==> config.mk <==
export PLATFORM = sky130hd
export DESIGN_NAME = dmshr
export DESIGN_NICKNAME = d
export VERILOG_FILES = /design/src/rtl/dmshr_pkg.sv /design/src/rtl/dmshr_alloc_select.sv /design/src/rtl/dmshr.sv
export SDC_FILE = /design/constraint.sdc
export NUM_CORES = 2
export LEC_CHECK = 0
export BUFFER_PORTS_ARGS = -buffer_cell sky130_fd_sc_hd__buf_2
export CORE_MARGIN = 8
export CORE_UTILIZATION = 31
export CTS_CLUSTER_SIZE = 30
export DETAILED_ROUTE_END_ITERATION = 8
export GPL_TIMING_DRIVEN = 0
export PLACE_DENSITY = 0.53
export SLEW_MARGIN = 20
export SYNTH_ARGS = -nofsm -noshare
export SYNTH_HDL_FRONTEND = slang
export SYNTH_SLANG_ARGS = --single-unit
==> constraint.sdc <==
create_clock -name clock -period 8.5 [get_ports clock]
set_input_delay 0.425 -clock clock [delete_from_list [all_inputs] [get_ports clock]]
set_output_delay 0.425 -clock clock [all_outputs]
set_load 0.02 [all_outputs]
==> src/rtl/dmshr_pkg.sv <==
// Shared types for the data-side MSHR: memory interface widths, command encoding,
// and the per-entry record tracked by the MSHR file.
package dmshr_pkg;

  localparam int DMSHR_NUM_ENTRIES = 8;
  localparam int DMSHR_PORTS       = 2;
  localparam int BLOCK_ADDR_W      = 29;
  localparam int MEM_TAG_W         = 4;
  localparam int MEM_BLOCK_W       = 64;
  localparam int ADDR_W            = 32;
  localparam int MEM_COMMAND_W     = 2;

  typedef logic [MEM_TAG_W-1:0]    mem_tag_t;
  typedef logic [MEM_BLOCK_W-1:0]  mem_block_t;
  typedef logic [BLOCK_ADDR_W-1:0] block_addr_t;

  typedef enum logic [MEM_COMMAND_W-1:0] {
    MEM_NONE  = 2'h0,
    MEM_LOAD  = 2'h1,
    MEM_STORE = 2'h2
  } mem_command_t;

  // WAIT_TAG is reserved for a split command/tag handshake and is never entered.
  typedef enum logic [1:0] {
    DMSHR_INVALID   = 2'h0,
    DMSHR_PENDING   = 2'h1,
    DMSHR_WAIT_TAG  = 2'h2,
    DMSHR_WAIT_DATA = 2'h3
  } dmshr_state_t;

  typedef struct packed {
    dmshr_state_t state;
    block_addr_t  addr;
    mem_tag_t     tag;
  } dmshr_entry_t;

endpackage

==> src/rtl/dmshr_alloc_select.sv <==
// Per-cycle allocation selector: merges duplicate misses and hands out the
// lowest free entries to the allocation ports in port order.
module dmshr_alloc_select
  import dmshr_pkg::*;
#(
  parameter int N           = DMSHR_PORTS,
  parameter int NUM_ENTRIES = DMSHR_NUM_ENTRIES,
  parameter int IDX_W       = $clog2(NUM_ENTRIES)
) (
  input  logic [N-1:0]                               alloc_valid,
  input  logic [N-1:0][BLOCK_ADDR_W-1:0]             alloc_addr,
  input  logic [NUM_ENTRIES-1:0]                     entry_busy,
  input  logic [NUM_ENTRIES-1:0][BLOCK_ADDR_W-1:0]   entry_addr,
  output logic [N-1:0]                               alloc_accept,
  output logic [N-1:0]                               new_valid,
  output logic [N-1:0][IDX_W-1:0]                    new_idx
);

  logic [NUM_ENTRIES-1:0] claimed;
  logic                   hit;
  logic                   found;

  // An earlier port only counts as a merge target if it was itself accepted,
  // otherwise a rejected miss would silently swallow a later duplicate.
  always_comb begin
    claimed      = '0;
    alloc_accept = '0;
    new_valid    = '0;
    new_idx      = '0;
    hit          = 1'b0;
    found        = 1'b0;
    for (int p = 0; p < N; p++) begin
      hit   = 1'b0;
      found = 1'b0;
      if (alloc_valid[p]) begin
        for (int e = 0; e < NUM_ENTRIES; e++) begin
          if (entry_busy[e] && (entry_addr[e] == alloc_addr[p])) begin
            hit = 1'b1;
          end
        end
        for (int q = 0; q < p; q++) begin
          if (alloc_accept[q] && (alloc_addr[q] == alloc_addr[p])) begin
            hit = 1'b1;
          end
        end
        if (hit) begin
          alloc_accept[p] = 1'b1;
        end else begin
          for (int e = 0; e < NUM_ENTRIES; e++) begin
            if (!found && !entry_busy[e] && !claimed[e]) begin
              found           = 1'b1;
              claimed[e]      = 1'b1;
              alloc_accept[p] = 1'b1;
              new_valid[p]    = 1'b1;
              new_idx[p]      = IDX_W'(e);
            end
          end
        end
      end
    end
  end

endmodule

==> src/rtl/dmshr.sv <==
// Data-side miss status holding registers: tracks outstanding dcache block misses,
// issues MEM_LOADs one per cycle and returns fill blocks matched by memory tag.
module dmshr
  import dmshr_pkg::*;
#(
  parameter int NUM_ENTRIES = DMSHR_NUM_ENTRIES,
  parameter int N           = DMSHR_PORTS
) (
  input  logic                                  clock,
  input  logic                                  reset,
  input  logic [N-1:0]                          alloc_valid,
  input  logic [N-1:0][BLOCK_ADDR_W-1:0]        alloc_addr,
  output logic [N-1:0]                          alloc_accept,
  input  logic [MEM_TAG_W-1:0]                  Dmem2proc_transaction_tag,
  input  logic [MEM_BLOCK_W-1:0]                Dmem2proc_data,
  input  logic [MEM_TAG_W-1:0]                  Dmem2proc_data_tag,
  output logic [MEM_COMMAND_W-1:0]              proc2Dmem_command,
  output logic [ADDR_W-1:0]                     proc2Dmem_addr,
  output logic                                  dcache_request,
  output logic                                  fill_valid,
  output logic [BLOCK_ADDR_W-1:0]               fill_addr,
  output logic [MEM_BLOCK_W-1:0]                fill_data,
  output logic                                  full,
  output dmshr_entry_t [NUM_ENTRIES-1:0]        dmshr_entries_debug
);

  localparam int IDX_W = $clog2(NUM_ENTRIES);

  dmshr_entry_t [NUM_ENTRIES-1:0]               entries;
  dmshr_entry_t [NUM_ENTRIES-1:0]               entries_next;
  logic [NUM_ENTRIES-1:0]                       entry_busy;
  logic [NUM_ENTRIES-1:0][BLOCK_ADDR_W-1:0]     entry_addr;
  logic [N-1:0]                                 new_valid;
  logic [N-1:0][IDX_W-1:0]                      new_idx;
  logic                                         issue_valid;
  logic [IDX_W-1:0]                             issue_idx;
  logic [IDX_W-1:0]                             fill_idx;

  always_comb begin
    entry_busy = '0;
    entry_addr = '0;
    for (int e = 0; e < NUM_ENTRIES; e++) begin
      entry_busy[e] = (entries[e].state != DMSHR_INVALID);
      entry_addr[e] = entries[e].addr;
    end
  end

  dmshr_alloc_select #(
    .N           (N),
    .NUM_ENTRIES (NUM_ENTRIES),
    .IDX_W       (IDX_W)
  ) u_alloc_select (
    .alloc_valid  (alloc_valid),
    .alloc_addr   (alloc_addr),
    .entry_busy   (entry_busy),
    .entry_addr   (entry_addr),
    .alloc_accept (alloc_accept),
    .new_valid    (new_valid),
    .new_idx      (new_idx)
  );

  // Issue and fill both look only at registered state, so a tag granted this
  // cycle can never be matched by a data tag in the same cycle.
  always_comb begin
    issue_valid = 1'b0;
    issue_idx   = '0;
    fill_valid  = 1'b0;
    fill_idx    = '0;
    for (int e = 0; e < NUM_ENTRIES; e++) begin
      if (!issue_valid && (entries[e].state == DMSHR_PENDING)) begin
        issue_valid = 1'b1;
        issue_idx   = IDX_W'(e);
      end
      if (!fill_valid && (Dmem2proc_data_tag != '0) &&
          (entries[e].state == DMSHR_WAIT_DATA) &&
          (entries[e].tag == Dmem2proc_data_tag)) begin
        fill_valid = 1'b1;
        fill_idx   = IDX_W'(e);
      end
    end
  end

  always_comb begin
    proc2Dmem_command   = issue_valid ? MEM_LOAD : MEM_NONE;
    proc2Dmem_addr      = issue_valid ? {entries[issue_idx].addr, 3'b000} : '0;
    dcache_request      = issue_valid;
    fill_addr           = fill_valid ? entries[fill_idx].addr : '0;
    fill_data           = fill_valid ? Dmem2proc_data : '0;
    full                = &entry_busy;
    dmshr_entries_debug = entries;
  end

  // Issue touches a PENDING entry, fill a WAIT_DATA entry and allocation an
  // INVALID one, so the three updates never collide on the same entry.
  always_comb begin
    entries_next = entries;
    if (issue_valid && (Dmem2proc_transaction_tag != '0)) begin
      entries_next[issue_idx].state = DMSHR_WAIT_DATA;
      entries_next[issue_idx].tag   = Dmem2proc_transaction_tag;
    end
    if (fill_valid) begin
      entries_next[fill_idx].state = DMSHR_INVALID;
      entries_next[fill_idx].addr  = '0;
      entries_next[fill_idx].tag   = '0;
    end
    for (int p = 0; p < N; p++) begin
      if (new_valid[p]) begin
        entries_next[new_idx[p]].state = DMSHR_PENDING;
        entries_next[new_idx[p]].addr  = alloc_addr[p];
        entries_next[new_idx[p]].tag   = '0;
      end
    end
  end

  always_ff @(posedge clock or posedge reset) begin
    if (reset) begin
      entries <= '0;
    end else begin
      entries <= entries_next;
    end
  end

endmodule

==> metrics.log <==
INFO  metric design.die.area = 0.0889 mm²
INFO  metric die-height = 298 µm
INFO  metric area_of_the_multi_input_gates = 0.0161 mm²
INFO  metric finalNetCount = 3,745
INFO  metric detailroute.wirelength.met2 = 81,600 µm
INFO  metric clk_transition_reported_paths = 0.06 ns
INFO  metric initial_core_util = 0.313
INFO  metric design.portCount = 546
INFO  metric cts.repair.resized = 0
INFO  metric async_reset_ff_frac = 1.00
INFO  metric drv.max_cap_violation_count = 0
INFO  metric placeableCoreArea = 0.0789 mm²
INFO  metric cts-root-to-sink-buffers = 3
INFO  metric finClkSkew = 0.0183 ns
INFO  metric tightestPinTransition = 1.38 ns
INFO  metric finalSetupViolCount = 0
INFO  metric synth_top_area_cell = sky130_fd_sc_hd__dfrtp_1
INFO  metric yosysSeqAreaShare = 0.284
INFO  metric gpl.final_weighted_congestion = 1.12
INFO  metric timing.critical_path.fanout_max = 10
INFO  metric leakagePower = 0.0135 µW
INFO  metric status = finished clean
INFO  metric utilization = 0.379
INFO  metric worst_skew_pair_latency = 0.59 ns
INFO  metric detailedRoute.firstPassIterationCount = 8
INFO  metric total_track_usage = 0.397
INFO  metric cts-buffers-inserted = 37
INFO  metric finalSetupTns = 0 ns
INFO  metric timing.slew.headroom = 0.0687
INFO  metric grt_max_degree = 95
INFO  metric top_layer = met5
INFO  metric setup_ws = 1.76 ns
INFO  metric worstHoldPathType = in2async
INFO  metric crit_path_end_kind = output port
INFO  metric number_of_synthesis_warnings = 0
INFO  metric ctsRootBufferMaster = sky130_fd_sc_hd__clkbuf_16
INFO  metric drc = 0
INFO  metric htreeDepth = 2
INFO  metric timing.fmax = 0.148 GHz
INFO  metric area.sequential = 0.00701 mm²
INFO  metric synthesis.instances = 3,079
INFO  metric main_area_contributors_after_synthesis = sky130_fd_sc_hd__dfrtp_1 (28%), sky130_fd_sc_hd__xor2_1 (13%), sky130_fd_sc_hd__mux2_2 (9.5%)
INFO  metric final_cell_area = 0.0299 mm²
INFO  metric fp-row-count = 103
INFO  metric routed-via-count = 29,300
INFO  metric post_synth_num_cell_types = 71
INFO  metric rsz_0062_raised_after_global_routing = false
INFO  metric netlist_area = 0.0247 mm²
INFO  metric finalWirelength = 187,000 µm
INFO  metric critPathSlowestCell = sky130_fd_sc_hd__nand4_1
INFO  metric netlist.area_leader.share = 0.284
INFO  metric final_hold_viol_count = 0
INFO  metric timing.final.crit_share = 0.793
INFO  metric syn_to_final_growth = 21.2%
INFO  metric place_ws = 2.09 ns
INFO  metric ys.flop_type = sky130_fd_sc_hd__dfrtp_1
INFO  metric p_per_area = 517 mW/mm²
INFO  metric via_to_cell_ratio = 6.23
INFO  metric die-width = 298 µm
INFO  metric ys_ff_latch = 280
INFO  metric max-vdd-ir-drop = 275 µV
INFO  metric worstSetupPathType = reg2out
INFO  metric crit_chain = nand2_1 -> nor4_1 -> nand2_1 -> clkbuf_1 -> nand4_1 -> and2_1 -> buf_2 -> nand3_1 -> clkbuf_1 -> o211ai_1 -> a21oi_1 -> buf_2
INFO  metric critical_path.reg2reg.endpoint = dmshr_entries_debug[95]
INFO  metric drt-wirelength-per-cell = 39.9 µm
INFO  metric place.detailed.instances = 4,621
INFO  metric port_buffers = 479
INFO  metric overall_overflow_remaining_after_global_route = 0
INFO  metric wl_met1 = 73,900 µm
INFO  metric cts_tree = yes
INFO  metric path_depth = 12
INFO  metric place.detailed.hpwl = 149,000 µm
INFO  metric cp_slowest_stage_delay = 0.99 ns
INFO  metric timing.critical_path.required = 8.08 ns
INFO  metric startpoint_type = flop
INFO  metric detailed_place.area = 0.0286 mm²
INFO  metric drt-initial-drc-count = 4,704
INFO  metric grt_pass1_wl = 247,000 µm
INFO  metric synth-edff-count = 0
INFO  metric critPathBufInv = 4
INFO  metric rr_worst_depth = 14
INFO  metric min_period = 6.74 ns
INFO  metric clock_sink_count = 280
INFO  metric detail-route-antenna-nets = 0
INFO  metric post-synth-top-count-cell = sky130_fd_sc_hd__xor2_1
INFO  metric cell_types_with_the_highest_counts_after_synthesis = sky130_fd_sc_hd__xor2_1 (372), sky130_fd_sc_hd__nor2_1 (344), sky130_fd_sc_hd__nand2_1 (322)
INFO  metric met3WireLength = 21,100 µm
INFO  metric final_layout_size_suffix_gt1_frac = 0.257
INFO  metric critical-path-top-delay-family = simple AND/OR/NAND/NOR gates
INFO  metric final_cells = 4,694
INFO  metric signal_arrival_time_at_the_worst_endpoint = 6.31 ns
INFO  metric largest_reg_flops = 280
INFO  metric final-max-slew-violation-count = 0
INFO  metric regToRegSetupSlack = 2.56 ns
INFO  metric fill_count = 8,526
INFO  metric first_global_vias = 27,200
INFO  metric timing.rr.start = dmshr_entries_debug[69]
INFO  metric post_synth.cell_area_avg = 8.01 µm²
INFO  metric antenna_violations_before_repair = 14
-- routing by layer --
layer  GRT usage  vias to the layer above
met5           0                        -
met4       0.180                        8
met3       0.107                      454
met2       0.614                     2457
met1       0.513                    14600
li1            -                    11700
-- repair_timing --
item	CTS	global route
hold endpoints to repair	40	0
hold buffers	1	0
buffers inserted	0	0
-- stage by stage --
step	total power (µW)	hold WS (ns)
2_1_floorplan	8480	0.637
3_3_place_gp	13300	0.609
3_5_place_dp	13300	0.455
4_1_cts	15000	0.395
5_1_grt	15700	0.422
6_report	15400	0.403
-- worst min-delay path, cell delays in order --
cell and delay, ns:
sky130_fd_sc_hd__dlygate4sd3_1 0.53, sky130_fd_sc_hd__buf_2 0.15, sky130_fd_sc_hd__inv_8 0.26
-- how the worst max path moves through the flow --
stage,start,to,slack [ns]
after floorplan,reset,dmshr_entries_debug[0],0.35
after global placement,reset,dmshr_entries_debug[148],-3.83
after detailed placement,Dmem2proc_data_tag[3],fill_addr[26],2.09
after CTS,dmshr_entries_debug[35],fill_addr[26],2.06
after global routing,Dmem2proc_data_tag[0],fill_addr[26],1.69
final,dmshr_entries_debug[34],fill_addr[26],1.76
-- area by class of cell --
cell class / count / share of cell area
Buffer: 311 / 0.0483
Multi-Input combinational cell: 2440 / 0.540
Sequential cell: 280 / 0.234
Timing Repair Buffer: 490 / 0.0857
Tap cell: 1050 / 0.0439
Clock buffer: 53 / 0.0357
Clock inverter: 13 / 0.00506
Inverter: 51 / 0.00665
Antenna cell: 6 / 0.000502
-- report_power, final --
part,internal (µW),switching (µW)
clock,938,698
combinational,3150,6860
sequential,1910,1890
total,6000,9440
-- cells by family (layout without fill, tap and decap cells) --
group	count (synthesis)	after routing	synth area share
muxes	260	260	0.118
and+or+nand+nor	1124	1124	0.216
xor gates and xnor gates	503	503	0.179
DFF	280	280	0.284
other	1	10	0.000152
buffers and inverters	362	918	0.0661
adders and majority gates	2	2	0.000811
AOI/OAI and AO/OA	547	547	0.137
-- layout by cell type (no fill, tap or decap), types with 64 or more instances in the layout --
master / count
sky130_fd_sc_hd__a21oi_1: 75
sky130_fd_sc_hd__buf_2: 559
sky130_fd_sc_hd__clkbuf_1: 178
sky130_fd_sc_hd__dfrtp_1: 280
sky130_fd_sc_hd__mux2_2: 209
sky130_fd_sc_hd__nand2_1: 322
sky130_fd_sc_hd__nand3_1: 82
sky130_fd_sc_hd__nand4_1: 64
sky130_fd_sc_hd__nor2_1: 343
sky130_fd_sc_hd__nor2b_1: 73
sky130_fd_sc_hd__nor4_1: 131
sky130_fd_sc_hd__o21ai_0: 202
sky130_fd_sc_hd__o22ai_1: 120
sky130_fd_sc_hd__xnor2_1: 131
sky130_fd_sc_hd__xor2_1: 372
(Power assumes the default switching activity.)
